## config.mk

```make
export PLATFORM = sky130hd
export DESIGN_NAME = bu2020_fetch_unit
export DESIGN_NICKNAME = d
export VERILOG_FILES = /design/src/rtl/bu2020_pkg.sv /design/src/rtl/bu2020_sync_fifo.sv /design/src/rtl/bu2020_fetch_unit.sv
export SDC_FILE = /design/constraint.sdc
export NUM_CORES = 1
export LEC_CHECK = 0
export CAP_MARGIN = 40
export CORE_MARGIN = 5
export CORE_UTILIZATION = 53
export DETAILED_ROUTE_END_ITERATION = 8
export PLACE_DENSITY = 0.77
export SETUP_SLACK_MARGIN = 0.3
export SLEW_MARGIN = 20
export SYNTH_ARGS = -nofsm -noshare
export SYNTH_HDL_FRONTEND = slang
export SYNTH_HIERARCHICAL = 1
export SYNTH_SLANG_ARGS = --single-unit
```

## constraint.sdc

```tcl
create_clock -name clk -period 3.3 [get_ports clk]
set_input_delay 0.33 -clock clk [delete_from_list [all_inputs] [get_ports clk]]
set_output_delay 0.33 -clock clk [all_outputs]
set_load 0.02 [all_outputs]
```

## src/rtl/bu2020_pkg.sv

```systemverilog
// bu2020_pkg
//   Shared types and constants for the BU2020 core front end.
//   ADDR_W      : byte address width of the shared address bus
//   DATA_W      : instruction / data bus width
//   INSTR_BYTES : bytes per instruction word (sequential pc stride)
//   fetch_entry_t : {pc, data} record carried through the prefetch FIFO
package bu2020_pkg;

    localparam int ADDR_W      = 12;
    localparam int DATA_W      = 16;
    localparam int INSTR_BYTES = 2;

    typedef struct packed {
        logic [ADDR_W-1:0] pc;
        logic [DATA_W-1:0] data;
    } fetch_entry_t;

    localparam int ENTRY_W = $bits(fetch_entry_t);

    // Instructions are halfword aligned; the low address bit is dropped.
    function automatic logic [ADDR_W-1:0] align_pc(input logic [ADDR_W-1:0] a);
        return a & {{(ADDR_W-1){1'b1}}, 1'b0};
    endfunction

endpackage

```

## src/rtl/bu2020_sync_fifo.sv

```systemverilog
// bu2020_sync_fifo
//   Synchronous first-word-fall-through FIFO with flush.
//   clk          : clock, rising edge
//   rst          : synchronous active-high reset
//   flush_i      : empty the FIFO; wins over push and pop in the same cycle
//   push_i       : write push_data_i at the closing edge
//   push_data_i  : entry to write
//   pop_i        : drop the head at the closing edge (ignored while empty)
//   head_data_o  : head entry, valid whenever count_o != 0
//   count_o      : number of stored entries, 0..DEPTH
module bu2020_sync_fifo #(
    parameter int WIDTH = 28,
    parameter int DEPTH = 4
) (
    input  logic                           clk,
    input  logic                           rst,
    input  logic                           flush_i,
    input  logic                           push_i,
    input  logic [WIDTH-1:0]               push_data_i,
    input  logic                           pop_i,
    output logic [WIDTH-1:0]               head_data_o,
    output logic [$clog2(DEPTH+1)-1:0]     count_o
);

    localparam int PTR_W = (DEPTH > 1) ? $clog2(DEPTH) : 1;
    localparam int CNT_W = $clog2(DEPTH+1);

    logic [WIDTH-1:0] mem_q [DEPTH];
    logic [PTR_W-1:0] wr_ptr_q, wr_ptr_d;
    logic [PTR_W-1:0] rd_ptr_q, rd_ptr_d;
    logic [CNT_W-1:0] count_q, count_d;
    logic             do_push;
    logic             do_pop;
    logic             full;

    assign full    = (count_q == CNT_W'(DEPTH));
    assign do_push = push_i && !flush_i;
    // A pop against an empty FIFO would corrupt the pointers, so gate it here.
    assign do_pop  = pop_i && !flush_i && (count_q != '0);

    always_comb begin
        wr_ptr_d = wr_ptr_q;
        rd_ptr_d = rd_ptr_q;
        count_d  = count_q;
        if (flush_i) begin
            wr_ptr_d = '0;
            rd_ptr_d = '0;
            count_d  = '0;
        end else begin
            // DEPTH is a power of two, so the pointers wrap naturally.
            if (do_push) wr_ptr_d = wr_ptr_q + 1'b1;
            if (do_pop)  rd_ptr_d = rd_ptr_q + 1'b1;
            case ({do_push, do_pop})
                2'b10:   count_d = count_q + 1'b1;
                2'b01:   count_d = count_q - 1'b1;
                default: count_d = count_q;
            endcase
        end
    end

    always_ff @(posedge clk) begin
        if (rst) begin
            wr_ptr_q <= '0;
            rd_ptr_q <= '0;
            count_q  <= '0;
        end else begin
            wr_ptr_q <= wr_ptr_d;
            rd_ptr_q <= rd_ptr_d;
            count_q  <= count_d;
        end
    end

    // Storage needs no reset: nothing is visible until count_q says so.
    always_ff @(posedge clk) begin
        if (!rst && do_push) mem_q[wr_ptr_q] <= push_data_i;
    end

    assign head_data_o = mem_q[rd_ptr_q];
    assign count_o     = count_q;

    // Callers must guarantee room before pushing.
    a_no_overflow: assert property (@(posedge clk) disable iff (rst)
        !(do_push && full));

endmodule

```

## src/rtl/bu2020_fetch_unit.sv

```systemverilog
// bu2020_fetch_unit
//   Instruction prefetch stage: issues sequential halfword reads when the
//   arbiter grants the bus, buffers {pc, data} in a FIFO and presents them
//   to decode over valid/ready. A redirect flushes everything and restarts.
//   clk, rst        : clock; synchronous active-high reset
//   mem_gnt         : bus granted to fetch this cycle
//   fetch_addr_en   : read issued this cycle
//   fetch_addr      : address of the issued read (0 when idle)
//   mem_rdata       : read data, one cycle after issue
//   redirect_valid  : flush and restart at redirect_pc
//   redirect_pc     : new fetch address (bit 0 ignored)
//   instr_valid     : head entry available
//   instr_data      : head instruction word (0 when not valid)
//   instr_pc        : head instruction address (0 when not valid)
//   instr_ready     : decode consumes the head
module bu2020_fetch_unit
    import bu2020_pkg::*;
#(
    parameter int          DEPTH    = 4,
    parameter logic [11:0] RESET_PC = 12'h000
) (
    input  logic        clk,
    input  logic        rst,
    input  logic        mem_gnt,
    output logic        fetch_addr_en,
    output logic [11:0] fetch_addr,
    input  logic [15:0] mem_rdata,
    input  logic        redirect_valid,
    input  logic [11:0] redirect_pc,
    output logic        instr_valid,
    output logic [15:0] instr_data,
    output logic [11:0] instr_pc,
    input  logic        instr_ready
);

    localparam int CNT_W = $clog2(DEPTH+1);

    logic [ADDR_W-1:0] pc_q, pc_d;
    logic              inflight_q, inflight_d;
    logic [ADDR_W-1:0] inflight_pc_q, inflight_pc_d;
    logic [CNT_W-1:0]  fifo_count;
    logic [CNT_W:0]    credit_used;
    logic              issue;
    logic              fifo_push;
    logic              fifo_pop;
    fetch_entry_t      push_entry;
    fetch_entry_t      head_entry;

    // Every outstanding read needs a guaranteed FIFO slot. Pops in the same
    // cycle are not credited, which costs at most one bubble but keeps the
    // issue path free of the decode handshake.
    assign credit_used = {1'b0, fifo_count} + {{CNT_W{1'b0}}, inflight_q};
    assign issue       = !rst && mem_gnt && !redirect_valid
                         && (credit_used < (CNT_W+1)'(DEPTH));

    assign fetch_addr_en = issue;
    assign fetch_addr    = issue ? pc_q : '0;

    always_comb begin
        pc_d          = pc_q;
        inflight_d    = issue;
        inflight_pc_d = inflight_pc_q;
        if (redirect_valid) begin
            // issue is already low here, so the pending response is dropped.
            pc_d = align_pc(redirect_pc);
        end else if (issue) begin
            pc_d          = pc_q + ADDR_W'(INSTR_BYTES);
            inflight_pc_d = pc_q;
        end
    end

    always_ff @(posedge clk) begin
        if (rst) begin
            pc_q          <= RESET_PC;
            inflight_q    <= 1'b0;
            inflight_pc_q <= '0;
        end else begin
            pc_q          <= pc_d;
            inflight_q    <= inflight_d;
            inflight_pc_q <= inflight_pc_d;
        end
    end

    assign fifo_push       = inflight_q && !redirect_valid;
    assign fifo_pop        = instr_valid && instr_ready;
    assign push_entry.pc   = inflight_pc_q;
    assign push_entry.data = mem_rdata;

    bu2020_sync_fifo #(
        .WIDTH (ENTRY_W),
        .DEPTH (DEPTH)
    ) u_fifo (
        .clk         (clk),
        .rst         (rst),
        .flush_i     (redirect_valid),
        .push_i      (fifo_push),
        .push_data_i (push_entry),
        .pop_i       (fifo_pop),
        .head_data_o (head_entry),
        .count_o     (fifo_count)
    );

    // Outputs are zeroed while empty so stale storage never leaks to decode.
    assign instr_valid = (fifo_count != '0);
    assign instr_data  = instr_valid ? head_entry.data : '0;
    assign instr_pc    = instr_valid ? head_entry.pc   : '0;

endmodule

```

# After elaboration in Yosys (flattened, before gate mapping)
# Memories as Yosys holds them, arrays and structs flattened. A register that Yosys moved wholly into a read port is not among the register bits.
# Index checks and enable logic that the tools add are counted.
[totals]
reg_bits = 32
mem_bits_rw = 112
output_inout_bits = 42
wordCells = 44
input_bits = 33
n_memories = 1
[memory_table]
columns = ["memory", "depth", "width", "read_ports", "rd_ports_with_merged_regs", "wr", "line_no", "text"]
rows = [
  ["u_fifo.mem_q", 4, 28, 1, 1, 1, "bu2020_sync_fifo.sv:28", "logic [WIDTH-1:0] mem_q [DEPTH];"],
]
[classes]
n_reduce_logical = 16
bitwise = 1
muxes = 10
magnitude_cmp = 1
n_addsub = 6
eq_ne = 2
[op_table]
columns = ["op", "count"]
rows = [
  ["2-to-1 mux 12 bit", 4],
  ["2-to-1 mux 16 bit", 1],
  ["adder 12 x 2 -> 12 bit, second input constant", 1],
  ["logical AND 1 bit", 9],
  ["case mux 3 bit (2 select lines)", 1],
  ["adder 2 x 1 -> 2 bit, second input constant", 2],
  ["adder 3 x 1 -> 4 bit", 1],
  ["less-than comparator 4 x 3 -> 1 bit, second input constant", 1],
  ["2-to-1 mux 2 bit", 2],
  ["nonzero test 2 bit", 2],
  ["adder 3 x 1 -> 3 bit, second input constant", 1],
  ["nonzero test 3 bit", 1],
  ["subtractor 3 x 1 -> 3 bit, second input constant", 1],
  ["equality test 2 x 1 -> 1 bit, second input constant", 1],
  ["equality test 2 bit, second input constant", 1],
  ["logical NOT 1 bit", 2],
  ["2-to-1 mux 1 bit", 2],
  ["AND reduction 2 bit", 1],
  ["OR reduction 2 bit", 1],
  ["inverter 1 bit", 1],
]

# Longest topological paths before layout
# Gate-level depths: netlist of run 1.
[depth]
depth_word = 6
mapped_depth = 11
mapped_depth_nobuf = 10

# By module
# Netlist of run 1, hierarchy kept.
[by_module_without_submodules]
columns = ["mod", "cells_each", "area_per_inst_um2", "n_inst", "seq_area_each_um2"]
rows = [
  ["bu2020_sync_fifo", 195, 4541.9, 1, 3543.4],
  ["bu2020_fetch_unit", 180, 1308.8, 1, 460.4],
]

# Least setup slack after synthesis of run 1
# No wires, ideal clock.
[synth_timing]
path_kind = "register to register"
start = "register u_fifo.count_q[2] (netlist: u_fifo/count_o[2])"
end = "register u_fifo.count_q[2] (netlist: u_fifo/count_o[2])"
path_stages_with_launch = 12
path_slack_ps = 1041
setup_time_ps = 70
period_less_slack_ps = 2259
path_buffers = 1
arrival_ps = 2189
required_time_ps = 3230
path_cell_list = "dfxtp_1 -> nor3_1 -> clkbuf_1 -> nor2b_1 -> o31ai_1 -> nor2_1 -> ha_1 -> inv_1 -> fa_1 -> xor2_1 -> or3_1 -> a21oi_1"
[synth_between]
elab_chain_cells = 6
elab_cells_between_ends = 10
cone_classes = "add/sub: 2; eq/ne: 2; mux: 1; reduce/logical: 5"
[synth_rtl]
columns = ["element", "line_no", "text"]
rows = [
  ["start: declaration", "bu2020_sync_fifo.sv:31", "logic [CNT_W-1:0] count_q, count_d;"],
  ["start signal: assignment", "bu2020_sync_fifo.sv:69", "count_q <= count_d;"],
  ["nonzero test 3 bit *", "bu2020_fetch_unit.sv:104", "assign instr_valid = (fifo_count != '0);"],
  ["logical AND 1 bit *", "bu2020_fetch_unit.sv:85", "assign fifo_pop = instr_valid && instr_ready;"],
  ["via fifo_pop", "bu2020_fetch_unit.sv:45", "logic fifo_pop;"],
  ["logical AND 1 bit * (2 in series)", "bu2020_sync_fifo.sv:39", "assign do_pop = pop_i && !flush_i && (count_q != '0);"],
  ["via u_fifo.do_pop", "bu2020_sync_fifo.sv:33", "logic do_pop;"],
  ["equality test 2 x 1 -> 1 bit or equality test 2 bit (tied branches)", "bu2020_sync_fifo.sv:53", "case ({do_push, do_pop})"],
  ["case mux 3 bit (2 select lines) or nonzero test 2 bit (tied branches)", "n/a", ""],
]
# Mark *: on every way through the listed nets, which the timed path passes. The rest lies on a longest branch.
# A chain may end at the register's enable or synchronous reset.

# Worst setup path in the final report of run 1
[layout_timing]
start = "register u_fifo.count_q[2] (netlist: u_fifo/count_o[2])"
end = "output port fetch_addr[10]"
[layout_between]
elab_chain_cells = 4
[layout_rtl]
columns = ["element", "line_no", "text"]
rows = [
  ["adder 3 x 1 -> 4 bit", "bu2020_fetch_unit.sv:52", "assign credit_used = {1'b0, fifo_count} + {{CNT_W{1'b0}}, inflight_q};"],
  ["less-than comparator 4 x 3 -> 1 bit", "bu2020_fetch_unit.sv:54", "&& (credit_used < (CNT_W+1)'(DEPTH));"],
  ["logical AND 1 bit", "bu2020_fetch_unit.sv:54", ""],
  ["2-to-1 mux 12 bit", "bu2020_fetch_unit.sv:57", "assign fetch_addr = issue ? pc_q : '0;"],
  ["end: declaration", "bu2020_fetch_unit.sv:26", "output logic [11:0] fetch_addr,"],
]
# No other way between the ends.

==> results of run 1 <==
[where the power goes]
group	leakage (nW)	total (W)	switching, W	internal [W]
clock	0.264	0.00181	0.000725	0.00109
combinational	0.931	0.000117	0.0000574	0.0000594
sequential	1.30	0.00197	0.0000134	0.00196
[through the flow]
stage / total power, W / hold slack, ns / setup slack, ns / cell area (um2)
CTS: 0.00393 / 0.374 / 0.367 / 7320
floorplan: 0.00206 / 0.429 / 1.04 / 5870
global route: 0.00404 / 0.383 / 0.327 / 7320
detailed placement: 0.00213 / 0.497 / 0.571 / 6740
finish: 0.00390 / 0.392 / 0.487 / 7320
global placement: 0.00212 / 0.474 / 0.584 / 6740
[what timing repair did]
item | 4_1_cts | 5_1_grt
endpoints found under the hold margin | 0 | 0
gates resized for setup | 0 | 1
endpoints found under the setup margin | 0 | 10
[cell type report]
| type | instances | area share [%] |
|---|---|---|
| Clock buffer | 18 | 5.71 |
| Sequential cell | 144 | 54.7 |
| Tap cell | 140 | 2.39 |
| Multi-Input combinational cell | 193 | 22.7 |
| Inverter | 25 | 1.33 |
| Clock inverter | 14 | 2.14 |
| Timing Repair Buffer | 82 | 11.0 |
[layer usage]
metal / track usage, % / up-vias
met2: 29.3 / 126
met4: 5.09 / 0
met5: 0 / -
met1: 22.5 / 1679
met3: 4.74 / 14
li1: - / 1596
[registers in the layout (all words and copies together) (netlist names), named ones only]
register	count
u_fifo/count_o	3
inflight_pc_q	11
pc_q	11
u_fifo/rd_ptr_q	2
u_fifo/wr_ptr_q	2
u_fifo/mem_q	112
inflight_q	1
[layout by cell type, fill, tap and decap left out, types with 8 or more instances in the layout]
cell / netlist / routed
nand2_1: 28 / 28
nor2_1: 13 / 13
clkdlybuf4s50_1: 0 / 72
mux4_2: 20 / 20
dfxtp_1: 32 / 31
buf_4: 1 / 9
mux4_1: 8 / 8
edfxtp_1: 112 / 112
inv_1: 24 / 24
a21oi_1: 22 / 22
clkbuf_16: 0 / 16
nor2b_1: 30 / 30
[worst paths after layout]
path                                        start                end  cells past startpoint
worst max-delay path            u_fifo/count_o[2]     fetch_addr[10]                      6
worst min-delay path               redirect_pc[6]            pc_q[6]                      3
worst max register to register  u_fifo/count_o[2]  u_fifo/count_o[2]                     10
worst min register to register   inflight_pc_q[5]   inflight_pc_q[5]                      2
[tightest hold or removal path: cells and delay by family]
kind                   cells  cell delay [ns]
buffers and inverters      1             0.39
AND/OR/NAND/NOR            1             0.06
AO/OA/AOI/OAI              1             0.06
[cells by family after synthesis]
kind of cell | synth area share, %
xor+xnor | 0.898
buf+inv | 3.53
flops | 68.4
fa+ha+maj | 1.63
mux | 11.6
other cells | 0.0641
simple gates | 9.73
compound gates | 4.08
==> results.toml, run 1 <==
[run_status]
status = "finished clean"

[synth]
synth_area_leaders = "edfxtp_1, dfxtp_1, mux4_2, mux4_1, nor2b_1"
synth_top_area_cell = "edfxtp_1"
synthCells = 375
synthFlopType = "edfxtp_1"
synth_top_area_share_pct = 57.5
synth-seq-area-share_pct = 68.4
ys_types = 43
async_reset_ff_share_pct = 0
synth_seq_cells = 144
yosys_warnings = 6
synthTopCellsByCount = "edfxtp_1, dfxtp_1, nor2b_1"
synth_area_um2 = 5850
syn_area_per_cell_um2 = 15.6
yosysMostFrequentCell = "edfxtp_1"
synth_edf_count = 112

[worst_setup_path]
worst-r2r-setup-slack_ns = 0.99
cpPeakStageDelay_ns = 0.60
startpoint_type = "flip-flop"
crit_buf_inv = 3
cp-end-kind = "primary output"
critPathKind = "flip-flop to primary output"
path_cells = "nor4b_4 -> nand2_2 -> clkinvlp_4 -> nand2_1 -> inv_1 -> clkdlybuf4s50_1"
critical_path_required_ns = 2.97
cp.arrival_ns = 2.48
critPathSlowestCell = "clkdlybuf4s50_1"
crit_family = "buffers and inverters"
cp_max_fo = 18

[sta]
rsz0062_at_grt = "false"
setup_viol = 0
min_period_over_period_pct = 85.2
maxSlewViolCount = 0
report.final.hold_viol_count = 0
worst_pin_slew_ns = 0.534
tns_ns = 0
skew_ns = 0.00895
post-route-min-period_ns = 2.81
clock.fmax_mhz = 356
slew_headroom_pct = 64.3

[drt]
met3WireLength_um = 726
highest_layer = "met4"
routed_wl_um = 10800
drt_iter0_markers = 202
wl_met2_um = 5390
drtPass1Iterations = 5
wire_per_inst_um = 17.5
met1_length_um = 4520
drcViolationCount = 0
via_per_inst = 5.54
via_count = 3415
drtAntennaViolNets = 0

[global_routing]
antenna_found_initial = 0
grt_max_degree = 31
grt_overflow_total = 0
track_usage_pct = 17.5
grt_first_pass_wirelength_um = 17500
grt_pass1_vias = 3416

[clocking]
clk_latency_ns = 0.51
clkTransAtPathRegs_ns = 0.06
h-tree-depth = 4
cts_setup_buffers = 0
cts_max_path_buffers = 2
cts.sinks = 144
cts_root_buf = "clkbuf_8"
tritoncts = "done"
cts_made_buffers = 17
cts.hold.buffers_added = 0

[finish]
syn_to_final_growth_pct = 25.1
nFillCells = 786
utilization_pct = 67.5
stdcell_count = 616
finish.net_count = 503
drive_gt1_share_pct = 13.9
diodes = 0
multiInputGateArea_um2 = 1660
ff_latch_area_um2 = 4010

[place]
hpwl_um = 6480
place_congestion = 0.835
dpl.cell_count = 584
port_buffers = 72

[floorplan]
dieArea_um2 = 13200
die_y_um = 115
core_um2 = 10800
initial_core_util_pct = 54.0
die_w_um = 115
io_pins = 75
placementRows = 38

[job]
cap_violations = 0

[pwr]
vdd_drop_max_v = 0.000285
power.density_nw_per_um2 = 533
p_leak_nw = 2.50

[worst_hold_path]
hold_class = "primary input to flip-flop"
(Power assumes the default switching activity.)
==> inputs of run 2 (changes only) <==
Settings changed: RECOVER_POWER set to 50.
Clock period 3.3 ns to 2.6 ns, I/O delays scaled along.
==> run 2 against run 1 <==
Clock power increased by 39%. Non-clock buffer count increased by 16. Setup slack got worse by 0.23 ns. Critical path type is now flip-flop to flip-flop. Largest cell class unchanged. Routed wire length increased by 12%. Sequential share of layout area decreased by 1.6 points. Via count increased by 3.0%. First-iteration DRC count decreased by 9.9%. Count of clock-buffer cells in the layout unchanged.
==> results.toml, run 2 (synthesized netlist as in run 1, its figures left out) <==
[drt]
via_count = 3519
drtPass1Iterations = 5
via_per_inst = 5.57
drtAntennaViolNets = 0
routed_wl_um = 12100
drcViolationCount = 0
wire_per_inst_um = 19.1
drt_iter0_markers = 182

[job]
cap_violations = 0

[worst_setup_path]
worst-r2r-setup-slack_ns = 0.26
cp-end-kind = "flip-flop"
critical_path_required_ns = 3.04
path_cells = "nor3_4 -> nor2b_1 -> o31ai_1 -> nor2_1 -> ha_1 -> inv_1 -> fa_1 -> xor2_1 -> or3_1 -> a21oi_1"
r2r-start = "u_fifo/count_o[0]"
reg2reg_to = "u_fifo/count_o[2]"
startpoint = "u_fifo/count_o[0]"
critPathKind = "flip-flop to flip-flop"
cpPeakStageDelay_ns = 0.49
r2r_cells = 10
endpoint = "u_fifo/count_o[2]"
cp.arrival_ns = 2.78
startpoint_type = "flip-flop"
cp_max_fo = 7
critPathSlowestCell = "dfxtp_1"

[pwr]
vdd_drop_max_v = 0.000368
p_seq_share_pct = 48.4
power.density_nw_per_um2 = 685
p_switching_w = 0.00104
p_leak_nw = 2.77
combPwrFrac_pct = 2.8
swShare_pct = 20.1
power.share.clock_pct = 48.8
power.internal_w = 0.00413

[floorplan]
io_pins = 75
die_y_um = 115
placementRows = 38
initial_core_util_pct = 54.0
dieArea_um2 = 13200
core_um2 = 10800
die_w_um = 115

[sta]
slew_headroom_pct = 45.3
post-route-min-period_ns = 2.34
setup_viol = 0
clock.fmax_mhz = 427
rsz0062_at_grt = "true"
tns_ns = 0
maxSlewViolCount = 0
skew_ns = 0.00668
report.final.hold_viol_count = 0
min_period_over_period_pct = 90.1
worst_pin_slew_ns = 0.821

[worst_hold_path]
min_path_cells = 3
hold_class = "primary input to flip-flop"

[global_routing]
grt_max_degree = 31
grt_pass1_vias = 3695
grt_first_pass_wirelength_um = 19000
grt_overflow_total = 0
track_usage_pct = 19.4
antenna_found_initial = 0

[place]
place_congestion = 0.879
port_buffers = 72
dpl.cell_count = 587
hpwl_um = 7040

[finish]
final_cell_mix = "edfxtp_1, nand2_1, dfxtp_1"
stdcell_count = 632
largest_reg_flops = 112
diodes = 0
top_register = "u_fifo/mem_q"
drive_gt1_share_pct = 25.2
reg_top3 = "u_fifo/mem_q (112), inflight_pc_q (11), pc_q (11)"
syn_to_final_growth_pct = 29.0
layout_commonest_cell = "edfxtp_1"
finish.net_count = 519

[clocking]
tritoncts = "done"
cts_root_buf = "clkbuf_8"
cts.hold.buffers_added = 0
cts_made_buffers = 17
clkTransAtPathRegs_ns = 0.06
cts_max_path_buffers = 2
h-tree-depth = 4
cts.sinks = 144
clk_latency_ns = 0.52

[run_status]
status = "finished clean"
## run 2: power groups by stage
stage | Sequential [W] | Clock, W | Combinational [W]
after CTS | 0.00250 | 0.00257 | 0.000149
final | 0.00250 | 0.00252 | 0.000145
after global routing | 0.00250 | 0.00269 | 0.000157
after detailed placement | 0.00255 | 0 | 0.000149
after global placement | 0.00255 | 0 | 0.000144
after floorplan | 0.00255 | 0 | 0.0000639
## run 2: layout make-up
class	count	area [um2]
Clock buffer	18	418
Inverter	25	98.8
Fill cell	721	3290
Timing Repair Buffer	98	928
Sequential cell	144	4010
Multi-Input combinational cell	193	1710
Tap cell	140	175
Clock inverter	14	205
## run 2: worst min path at each step
stage / startpoint / slack, ns / end
floorplan: mem_rdata[0] / 0.36 / u_fifo/mem_q[0][0]
global placement: inflight_pc_q[7] / 0.47 / u_fifo/mem_q[1][23]
detailed placement: inflight_pc_q[11] / 0.49 / u_fifo/mem_q[3][27]
CTS: redirect_pc[6] / 0.31 / pc_q[6]
global route: redirect_pc[6] / 0.33 / pc_q[6]
finish: redirect_pc[6] / 0.33 / pc_q[6]
## run 2: through the flow
step / total power (W) / instance area, um2 / hold WS, ns / utilization, % / worst slack [ns]
finish: 0.00517 / 7550 / 0.330 / 69.6 / 0.257
global route: 0.00535 / 7550 / 0.326 / 69.6 / 0.154
CTS: 0.00522 / 7500 / 0.306 / 69.2 / 0.0966
detailed placement: 0.00270 / 6820 / 0.494 / 62.9 / 0.0652
global placement: 0.00269 / 6820 / 0.473 / 62.9 / 0.115
floorplan: 0.00261 / 5870 / 0.359 / - / 0.341
## run 2: repair_timing
item                       in CTS  in global routing
setup endpoints to repair      41                 38
pin swaps                       1                  1
resized for setup             115                 63
setup buffers                   8                  2
gates cloned                    2                  1
## run 2: worst max-delay path: cells and delay by family (launching register included)
family	cells	cell delay, ns
DFF	1	0.49
and+or+nand+nor	4	0.71
buffers and inverters	1	0.06
adders and majority gates	2	0.57
xor gates and xnor gates	1	0.16
AOI/OAI and AO/OA	2	0.27
## run 2: routing by layer
metal	global-route usage (%)	routed length (um)
met1	23.4	4750
met2	34.3	6450
met3	4.95	796
met4	5.87	99
met5	0	0
==> inputs of run 3 (changes only) <==
Settings changed: ABC_AREA set to 1, PLACE_DENSITY 0.77 to 0.76.
==> run 3 against run 2 <==
Synthesized area rose by 5.8%. Core utilization decreased by 2.5 points. Sequential power about the same. Final area grew 1.5%. Critical path type is now primary input to primary output. Critical endpoint is now fetch_addr[6]. Largest cell class unchanged. Highest routed layer unchanged.
==> results.toml, run 3 <==
[synth]
synth_top_area_cell = "edfxtp_1"
async_reset_ff_share_pct = 0
yosysMostFrequentCell = "nor2_1"
synth_area_leaders = "edfxtp_1, dfxtp_1, nor2_1, inv_1, nand2_1"
synthFlopType = "edfxtp_1"
yosys_warnings = 6
synthCells = 595
synth_area_um2 = 6190
syn_area_per_cell_um2 = 10.4
synth_seq_cells = 144
synthTopCellsByCount = "nor2_1, edfxtp_1, inv_1"
synth_edf_count = 112
synth-seq-area-share_pct = 64.7
ys_types = 34
synth_top_area_share_pct = 54.3

[drt]
drt_iter0_markers = 300
routed_wl_um = 12900
drtAntennaViolNets = 0
drcViolationCount = 0
wire_per_inst_um = 15.4
via_per_inst = 5.24
via_count = 4408
drtPass1Iterations = 4

[global_routing]
grt_pass1_vias = 4304
grt_overflow_total = 0
grt_first_pass_wirelength_um = 21400
track_usage_pct = 19.1
grt_max_degree = 37
antenna_found_initial = 0

[floorplan]
initial_core_util_pct = 54.2
die_y_um = 118
placementRows = 39
io_pins = 75
core_um2 = 11400
die_w_um = 118
dieArea_um2 = 13900

[place]
post_dp_cell_area_um2 = 7120
hpwl_um = 8360
place_congestion = 0.897
port_buffers = 72

[worst_setup_path]
worst-r2r-setup-slack_ns = 0.59
critPathKind = "primary input to primary output"
reg2reg_to = "u_fifo/count_o[2]"
startpoint_type = "primary input"
cp_max_fo = 9
r2r_cells = 15
crit_buf_inv = 2
crit_family = "buffers and inverters"
critPathSlowestCell = "dlygate4sd3_1"
cp_common_cell = "nor2_4"
path_cells = "dlygate4sd3_1 -> nor2_4 -> nand3_4 -> nor2_4 -> clkdlybuf4s50_1"
cp.arrival_ns = 2.03
cp-end-kind = "primary output"
critical_path_required_ns = 2.34
r2r-start = "u_fifo/count_o[1]"
cpPeakStageDelay_ns = 0.64

[worst_hold_path]
min_path_cells = 3
holdPathEnd = "pc_q[3]"
hp-start = "redirect_pc[3]"
hold_class = "primary input to flip-flop"

[sta]
hold_slack_ns = 0.469
min_period_over_period_pct = 88.1
post-route-min-period_ns = 2.29
rsz0062_at_grt = "true"
skew_ns = 0.00585
slew_headroom_pct = 60.7
report.final.hold_viol_count = 0
setup_viol = 0
clock.fmax_mhz = 436
tns_ns = 0
worst_pin_slew_ns = 0.590
maxSlewViolCount = 0

[pwr]
p_leak_nw = 3.15
power.density_nw_per_um2 = 647
vdd_drop_max_v = 0.000395

[finish]
layout_commonest_cell = "nor2_1"
syn_to_final_growth_pct = 23.8
post-route-cell-area_um2 = 7660
drive_gt1_share_pct = 12.2
top_register = "u_fifo/mem_q"
utilization_pct = 67.1
final_cell_mix = "nor2_1, edfxtp_1, inv_1"
reg_top3 = "u_fifo/mem_q (112), inflight_pc_q (11), pc_q (11)"
largest_reg_flops = 112
diodes = 0
finish.net_count = 726
nFillCells = 860

[clocking]
cts.hold.buffers_added = 0
cts_max_path_buffers = 2
tritoncts = "done"
cts_root_buf = "clkbuf_16"
clkTransAtPathRegs_ns = 0.06
clk_latency_ns = 0.41
cts_setup_buffers = 0
h-tree-depth = 4
cts_made_buffers = 17
cts.sinks = 144

[run_status]
status = "finished clean"

[job]
cap_violations = 0
## run 3: worst max-delay path by stage
stage / start / end / slack (ns) / cells past startpoint
final: redirect_valid / fetch_addr[6] / 0.31 / 5
after global routing: redirect_valid / fetch_addr[8] / 0.21 / 6
after CTS: flip-flop / instr_data[11] / 0.16 / 6
after detailed placement: redirect_valid / fetch_addr[9] / 0.21 / 6
after global placement: redirect_valid / fetch_addr[8] / 0.25 / 6
after floorplan: redirect_valid / u_fifo/mem_q[0][0] / 0.21 / 4
## run 3: cell type report
type | count | area, um2 | share of cell area [%]
clock buffers | 24 | 524 | 6.84
clock inverters | 8 | 47.5 | 0.620
inverters | 81 | 304 | 3.97
multi-input cells | 348 | 1730 | 22.6
flip-flops and latches | 144 | 4010 | 52.3
well taps | 143 | 179 | 2.33
repair buffers | 94 | 866 | 11.3
## run 3: cells by family after synthesis
logic type	count (synthesis)	share of synthesized area, %
AO/OA/AOI/OAI	115	10.5
AND/OR/NAND/NOR	218	15.2
other	1	0.0606
adder cells (fa/ha/maj)	7	1.54
buffers and inverters	107	7.56
XOR/XNOR	3	0.425
flip-flops	144	64.7
## run 3: stage by stage
stage / cells / setup slack [ns] / total power [W]
after floorplan: 599 / 0.209 / 0.00264
after global placement: 810 / 0.245 / 0.00273
after detailed placement: 810 / 0.211 / 0.00274
after CTS: 842 / 0.162 / 0.00501
after global routing: 842 / 0.215 / 0.00512
final: 842 / 0.308 / 0.00496
## run 3: what timing repair did
item                       CTS  global route
setup endpoints to repair   35            14
resized for setup           38            19
pin swaps                    0             1
## run 3: routing by layer
| metal | share of wire (%) | global-route usage [%] |
|---|---|---|
| met5 | 0 | 0 |
| met4 | 1.2 | 4.95 |
| met3 | 5.3 | 5.86 |
| met2 | 50 | 32.0 |
| met1 | 43 | 24.1 |
## run 3: where the power goes
group / internal (W) / switching [W]
clock network: 0.00140 / 0.000871
registers: 0.00249 / 0.0000184
logic: 0.0000758 / 0.0000984
## run 3: tightest hold or removal path, cell delays in order
cell and delay [ns]:
clkdlybuf4s50_1 0.41, nand2_1 0.08, a31oi_1 0.08
